===== src/rtl/pipelined_carry_adder_pkg.sv =====
// Shared configuration helpers for the pipelined carry adder:
// slice width derivation and the WIDTH/STAGES legality check.
package pipelined_carry_adder_pkg;

  function automatic bit cfg_ok(input int w, input int s);
    return (s >= 1) ? ((s <= w) && (w % s == 0)) : 1'b0;
  endfunction

  function automatic int slice_w(input int w, input int s);
    return (s >= 1) ? w / s : 1;
  endfunction

endpackage


===== src/rtl/pipelined_carry_adder_slice_adder.sv =====
// Combinational SW-bit ripple chain of full-adder cells,
// one instance per pipeline stage.
module slice_adder
  import pipelined_carry_adder_pkg::*;
#(
  parameter int SW = 4
) (
  input  logic [SW-1:0] a,
  input  logic [SW-1:0] b,
  input  logic          cin,
  output logic [SW-1:0] sum,
  output logic          cout
);

  logic [SW:0] w_c;

  assign w_c[0] = cin;

  for (genvar i = 0; i < SW; i++) begin : g_fa
    assign sum[i]    = a[i] ^ b[i] ^ w_c[i];
    assign w_c[i+1]  = (a[i] & b[i])
                     | (w_c[i] & (a[i] ^ b[i]));
  end

  assign cout = w_c[SW];

endmodule


===== src/rtl/pipelined_carry_adder.sv =====
// Pipelined WIDTH-bit adder, one carry slice per stage, valid/ready.
// Optional signed overflow output: PIPELINED_CARRY_ADDER_OVF_EN.
module pipelined_carry_adder
  import pipelined_carry_adder_pkg::*;
#(
  parameter int WIDTH  = 16,
  parameter int STAGES = 4
) (
  input  logic             clk,
  input  logic             rst_n,
  input  logic             in_valid,
  output logic             in_ready,
  input  logic [WIDTH-1:0] a,
  input  logic [WIDTH-1:0] b,
  input  logic             cin,
  output logic             out_valid,
  input  logic             out_ready,
  output logic [WIDTH-1:0] sum,
  output logic             cout
`ifdef PIPELINED_CARRY_ADDER_OVF_EN
  ,
  output logic             ovf
`endif
);

  localparam int SW = slice_w(WIDTH, STAGES);

  if (!cfg_ok(WIDTH, STAGES)) begin : g_bad_cfg
    $error("pipelined_carry_adder: illegal WIDTH/STAGES");
  end

  logic w_adv;

  assign w_adv    = !out_valid || out_ready;
  assign in_ready = w_adv;

  for (genvar k = 0; k < STAGES; k++) begin : g_st
    localparam int LO = k * SW;
    localparam int HI = LO + SW;

    logic [WIDTH-1:LO] w_a;
    logic [WIDTH-1:LO] w_b;
    logic              w_ci;
    logic              w_vi;
    logic [SW-1:0]     w_s;
    logic              w_co;
    logic [HI-1:0]     w_nxt;

    logic              r_v;
    logic [HI-1:0]     r_s;
    logic              r_c;

    if (k == 0) begin : g_src
      assign w_a   = a;
      assign w_b   = b;
      assign w_ci  = cin;
      assign w_vi  = in_valid;
      assign w_nxt = w_s;
    end else begin : g_src
      assign w_a   = g_st[k-1].g_fwd.r_a;
      assign w_b   = g_st[k-1].g_fwd.r_b;
      assign w_ci  = g_st[k-1].r_c;
      assign w_vi  = g_st[k-1].r_v;
      assign w_nxt = {w_s, g_st[k-1].r_s};
    end

    slice_adder #(
      .SW(SW)
    ) u_add (
      .a   (w_a[HI-1:LO]),
      .b   (w_b[HI-1:LO]),
      .cin (w_ci),
      .sum (w_s),
      .cout(w_co)
    );

    always_ff @(posedge clk or negedge rst_n) begin
      if (!rst_n) begin
        r_v <= 1'b0;
      end else if (w_adv) begin
        r_v <= w_vi;
      end
    end

    // Bubbles leave the data registers untouched.
    always_ff @(posedge clk or negedge rst_n) begin
      if (!rst_n) begin
        r_s <= '0;
        r_c <= 1'b0;
      end else if (w_adv && w_vi) begin
        r_s <= w_nxt;
        r_c <= w_co;
      end
    end

    if (k < STAGES - 1) begin : g_fwd
      logic [WIDTH-1:HI] r_a;
      logic [WIDTH-1:HI] r_b;

      always_ff @(posedge clk or negedge rst_n) begin
        if (!rst_n) begin
          r_a <= '0;
          r_b <= '0;
        end else if (w_adv && w_vi) begin
          r_a <= w_a[WIDTH-1:HI];
          r_b <= w_b[WIDTH-1:HI];
        end
      end
    end
  end

  assign out_valid = g_st[STAGES-1].r_v;
  assign sum       = g_st[STAGES-1].r_s;
  assign cout      = g_st[STAGES-1].r_c;

`ifdef PIPELINED_CARRY_ADDER_OVF_EN
  logic w_cmsb;
  logic r_ovf;

  // Carry into the MSB recovered from its sum bit.
  assign w_cmsb = g_st[STAGES-1].w_a[WIDTH-1]
                ^ g_st[STAGES-1].w_b[WIDTH-1]
                ^ g_st[STAGES-1].w_s[SW-1];

  always_ff @(posedge clk or negedge rst_n) begin
    if (!rst_n) begin
      r_ovf <= 1'b0;
    end else if (w_adv && g_st[STAGES-1].w_vi) begin
      r_ovf <= w_cmsb ^ g_st[STAGES-1].w_co;
    end
  end

  assign ovf = r_ovf;
`endif

endmodule


===== config.mk =====
export PLATFORM = sky130hd
export DESIGN_NAME = pipelined_carry_adder
export DESIGN_NICKNAME = d
export VERILOG_FILES = /design/src/rtl/pipelined_carry_adder_pkg.sv /design/src/rtl/pipelined_carry_adder_slice_adder.sv /design/src/rtl/pipelined_carry_adder.sv
export SDC_FILE = /design/constraint.sdc
export NUM_CORES = 1
export LEC_CHECK = 0
export CAP_MARGIN = 30
export CORE_MARGIN = 2
export CORE_UTILIZATION = 45
export CTS_BUF_LIST = sky130_fd_sc_hd__clkbuf_8
export DETAILED_ROUTE_END_ITERATION = 10
export PLACE_DENSITY = 0.71
export RECOVER_POWER = 50
export SYNTH_ARGS = -nofsm -noshare
export SYNTH_HDL_FRONTEND = slang
export SYNTH_SLANG_ARGS = --single-unit

===== constraint.sdc =====
create_clock -name clk -period 2.2 [get_ports clk]
set_input_delay 0.22 -clock clk [delete_from_list [all_inputs] [get_ports clk]]
set_output_delay 0.22 -clock clk [all_outputs]
set_load 0.005 [all_outputs]

== Word-level counts from Yosys, hierarchy flattened ==
Cells that the tools add are included.
Widths: inputs -> output; s select.

* Register bits: 96

* Reductions and logical operators: 6
* Bitwise logic cells: 80

{| class="wikitable"
|+ Operators by type and width
! operator !! number
|-
| $and 1x1->1 || 32
|-
| $xor 1x1->1 || 32
|-
| $or 1x1->1 || 16
|-
| $logic_and 1x1->1 || 4
|-
| $logic_not 1->1 || 1
|-
| $logic_or 1x1->1 || 1
|}

== Logic depth before layout (Yosys ltp) ==
* Word-level depth: 9
* Gate-level depth with buffers: 8
* Gate-level depth less buffers: 8

== Modules after synthesis ==
A second synthesis with hierarchy kept.

* Cell total of the unflattened synthesis: 265
* Area total of the unflattened synthesis: 4475.5 µm²

{| class="wikitable"
|+ Modules (own cells, without submodules)
! module !! seq. area each (µm²) !! instances !! area an instance (µm²) !! cells each
|-
| pipelined_carry_adder || 2402.3 || 1 || 4005.1 || 209
|-
| slice_adder || 0.0 || 4 || 117.6 || 14
|}

== Worst setup path before layout ==
No wires, ideal clock.

* Kind: register -> register
* Start: reg g_st[0].r_c
* End: reg g_st[1].r_s[7]
* Required time: 2.117 ns
* Arrival time: 1.972 ns
* Stages on the path, launching flop included: 9
* Path slack: 0.146 ns
* Cells stage by stage: dfrtp_1 fa_1 inv_1 fa_1 inv_1 fa_1 inv_1 fa_1 o21ai_0

* Longest elaborated chain between the ends: 7

{| class="wikitable"
|+ RTL lines
! element !! RTL line !! text
|-
| start, declared || pipelined_carry_adder.sv:51 || <nowiki>logic r_c;</nowiki>
|-
| start signal, assigned || pipelined_carry_adder.sv:92 || <nowiki>r_c <= w_co;</nowiki>
|-
| $and 1x1->1 || pipelined_carry_adder_slice_adder.sv:22 || <nowiki>| (w_c[i] & (a[i] ^ b[i]));</nowiki>
|-
| $or 1x1->1 || pipelined_carry_adder_slice_adder.sv:22 ||
|-
| $and 1x1->1 || pipelined_carry_adder_slice_adder.sv:22 ||
|-
| $or 1x1->1 || pipelined_carry_adder_slice_adder.sv:22 ||
|-
| $and 1x1->1 || pipelined_carry_adder_slice_adder.sv:22 ||
|-
| $or 1x1->1 || pipelined_carry_adder_slice_adder.sv:22 ||
|-
| $xor 1x1->1 || pipelined_carry_adder_slice_adder.sv:20 || <nowiki>assign sum[i] = a[i] ^ b[i] ^ w_c[i];</nowiki>
|-
| end signal, assigned || pipelined_carry_adder.sv:91 || <nowiki>r_s <= w_nxt;</nowiki>
|-
| end, declared || pipelined_carry_adder.sv:50 || <nowiki>logic [HI-1:0] r_s;</nowiki>
|}

Every way passes these cells.
A chain may end at the register's enable or synchronous reset.

== Worst setup path in the final report ==
* Start: reg g_st[2].g_fwd.r_b[12] (netlist name)
* End: reg g_st[3].r_s[15], in the netlist sum[15]

* Longest elaborated chain between the ends: 8
* Elaborated cells on any way between the ends: 9

{| class="wikitable"
|+ RTL lines
! element !! RTL line !! text
|-
| start, declared || pipelined_carry_adder.sv:98 || <nowiki>logic [WIDTH-1:HI] r_b;</nowiki>
|-
| start signal, assigned || pipelined_carry_adder.sv:106 || <nowiki>r_b <= w_b[WIDTH-1:HI];</nowiki>
|-
| $xor 1x1->1 || pipelined_carry_adder_slice_adder.sv:22 ||
|-
| $and 1x1->1 || pipelined_carry_adder_slice_adder.sv:22 ||
|-
| $or 1x1->1 (*) || pipelined_carry_adder_slice_adder.sv:22 ||
|-
| $and 1x1->1 (*) || pipelined_carry_adder_slice_adder.sv:22 ||
|-
| $or 1x1->1 (*) || pipelined_carry_adder_slice_adder.sv:22 ||
|-
| $and 1x1->1 (*) || pipelined_carry_adder_slice_adder.sv:22 ||
|-
| $or 1x1->1 (*) || pipelined_carry_adder_slice_adder.sv:22 ||
|-
| $xor 1x1->1 (*) || pipelined_carry_adder_slice_adder.sv:20 ||
|-
| end signal, assigned || pipelined_carry_adder.sv:91 ||
|-
| end, declared || pipelined_carry_adder.sv:50 ||
|}

Every way passes the cells marked *; elsewhere a longest branch is shown, timed or not.

==> results.ini <==
[synthesis]
synth_most_common_cell = dfrtp_1
synth_common_cells = 96 x dfrtp_1, 65 x mux2_4, 32 x inv_1
ys_types = 15
yosysSeqAreaShare = 0.554
syn_inst = 267
synth_nets = 320
yosysWarnings = 0
netlist_top_cells_area = dfrtp_1 55%, mux2_4 22%, fa_1 7.4%
ys.flop_type = dfrtp_1
syn_avg_cell_area_um2 = 16.2
async_reset_ff_frac = 1.00
synth_top_area_frac = 0.554
ys_seq_elements = 96
synth.largest_area_cell = dfrtp_1
syn_area_um2 = 4340
synth_edf_count = 0

[clock_network]
cts_inserted_buffers = 9
clk_pin_slew_ps = 90
cts_max_path_buffers = 2
worst_skew_pair.late_latency_ps = 360
htree_num_levels = 3
cts_tree = built
cts_root_buf = clkbuf_8
cts_setup_buffers = 0
cts_sinks = 96

[timing]
rsz0062_at_grt = false
maxSlewViolCount = 0
tightest_slew_ps = 1110
max-slew-margin-rel = 0.259
period_needed_ps = 2120
setup_ws_ps = 84.8
fmax_mhz = 473
hold_viol = 0
finalSetupTns_ps = 0
setup_violations = 0
timing.final.crit_share = 0.961
hold_slack_ps = 462
finClkSkew_ps = 10.9

[floorplanning]
die-area_um2 = 10400
rows = 35
die_h_um = 102
ios = 56
die_x_um = 102
coreArea_um2 = 9280
start_util = 0.467

[power_and_ir_drop]
switchingPower_w = 0.00208
p_comb_frac = 0.398
switching_share = 0.304
finalPower_w = 0.00685
p_leak_nw = 2.42
sequentialPowerShare = 0.448
ir_drop_mv = 0.444
cellInternalPower_w = 0.00477
clock_power_share = 0.155
cellPowerDensity_nw_per_um2 = 1340

[drt]
routed_via_density = 4.68
ant_nets = 0
firstDrtPassIters = 4
wl_um = 6840
drc = 0
avgRoutedWirePerCell_um = 14.8
vias = 2164
drt_first_iter_violations = 52

[placement]
port_buffers = 55
postPlaceCellArea_um2 = 4970
dp_hpwl_um = 4790
pre_cts_ws_ps = -257
globalplace.congestion = 0.775

[setup_path]
critPathLaunchType = flop
worst_ep_required_time_ps = 2480
path_max_fanout = 2
path_class = flop to flop
crit_path_end_kind = flop
worstPathArrival_ps = 2390

[final_layout]
syn_to_final_growth_pct = 18.1
final_area_um2 = 5120
nets = 381
nFillCells = 815
insertedDiodeCount = 0
drive_above_1_share = 0.324

[worst_hold_path]
min_path_type = input pin to flop

[job]
maxCapViolCount = 0

[global_routing]
grt_usage = 0.148
antenna_found_initial = 0
grt_max_degree = 53
grt_pass1_vias = 2300
grt_pass1_wl_um = 11600
grt.overflow.total = 0

[outcome]
status = completed

## path summary, 6_finish.rpt
| path | from | end | slack (ps) | cells after the start |
|---|---|---|---|---|
| min reg2reg | g_st[0].g_fwd.r_b[8] | g_st[1].g_fwd.r_b[8] | 510 | 1 |
| max in group asynchronous | rst_n | g_st[1].g_fwd.r_a[15] | 750 | 3 |
| max reg2reg | g_st[2].g_fwd.r_b[12] | sum[15] | 80 | 8 |
| max | g_st[2].g_fwd.r_b[12] | sum[15] | 80 | 8 |
| min | b[12] | g_st[0].g_fwd.r_b[12] | 460 | 2 |
| min in group asynchronous | rst_n | g_st[0].g_fwd.r_b[4] | 610 | 2 |
## stage by stage
step | util | cells
2_1_floorplan | - | 267
3_3_place_gp | 0.535 | 445
3_5_place_dp | 0.535 | 445
4_1_cts | 0.556 | 462
5_1_grt | 0.552 | 462
6_report | 0.552 | 462
## logic make-up (layout without fill, tap and decap cells)
| family | Yosys count | after routing | synth area share |
|---|---|---|---|
| AO/OA/AOI/OAI | 27 | 27 | 0.0312 |
| AND/OR/NAND/NOR | 6 | 6 | 0.0185 |
| buffers and inverters | 42 | 108 | 0.0588 |
| flip-flops | 96 | 96 | 0.554 |
| adder cells (fa/ha/maj) | 16 | 16 | 0.0738 |
| multiplexers | 80 | 80 | 0.264 |
## power by group through the flow
| stage | sequential [W] | combinational (W) | clock [W] |
|---|---|---|---|
| 2_1_floorplan | 0.00296 | 0.00214 | 0 |
| 3_3_place_gp | 0.00309 | 0.00269 | 0 |
| 5_1_grt | 0.00318 | 0.00303 | 0.00117 |
| 3_5_place_dp | 0.00313 | 0.00278 | 0 |
| 6_report | 0.00307 | 0.00273 | 0.00106 |
| 4_1_cts | 0.00309 | 0.00281 | 0.00108 |
## area by class of cell
class,instances,area (um2),share of cell area
clock inverter,5,32.5,0.00635
multi-input combinational,129,1640,0.321
clock buffer,11,151,0.0295
timing repair buffer,59,603,0.118
sequential,96,2400,0.469
inverter,33,131,0.0256
tap,129,161,0.0315
## worst max-delay path, cell delays in order, from the launching register on
cell     delay [ps]
dfrtp_1         410
fa_2            390
inv_2            60
fa_1            150
inv_1            50
fa_1            350
inv_1            70
fa_1            400
o21ai_1         160
## registers in the layout (all words and copies together) (netlist names)
name            flops
out_valid           1
g_st.g_fwd.r_b     24
g_st.r_s           24
cout                1
sum                16
g_st.r_v            3
g_st.r_c            3
g_st.g_fwd.r_a     24
## routing by layer
layer	up-vias	track usage	share of wire
li1	1004	-	-
met4	0	0.0749	0.022
met3	12	0.0260	0.028
met2	39	0.226	0.48
met5	-	0	0
met1	1109	0.206	0.47
## repair_timing
item / CTS / global route
setup endpoints to repair: 2 / 4
gates cloned: 0 / 0
hold endpoints to repair: 44 / 0
resized for setup: 2 / 10
pin swaps: 1 / 3
hold buffers: 1 / 0
## cells in the final DEF, fill, tap and decap left out, drive strengths merged
master         count
buf                3
clkbuf            12
clkdlybuf4s50     54
clkinv             2
clkinvlp           2
dfrtp             96
dlygate4sd3        1
fa                16
inv               34
mux2              80
nand2              5
nor2b              1
o21ai             27
Power figures use the tool's default switching activity.
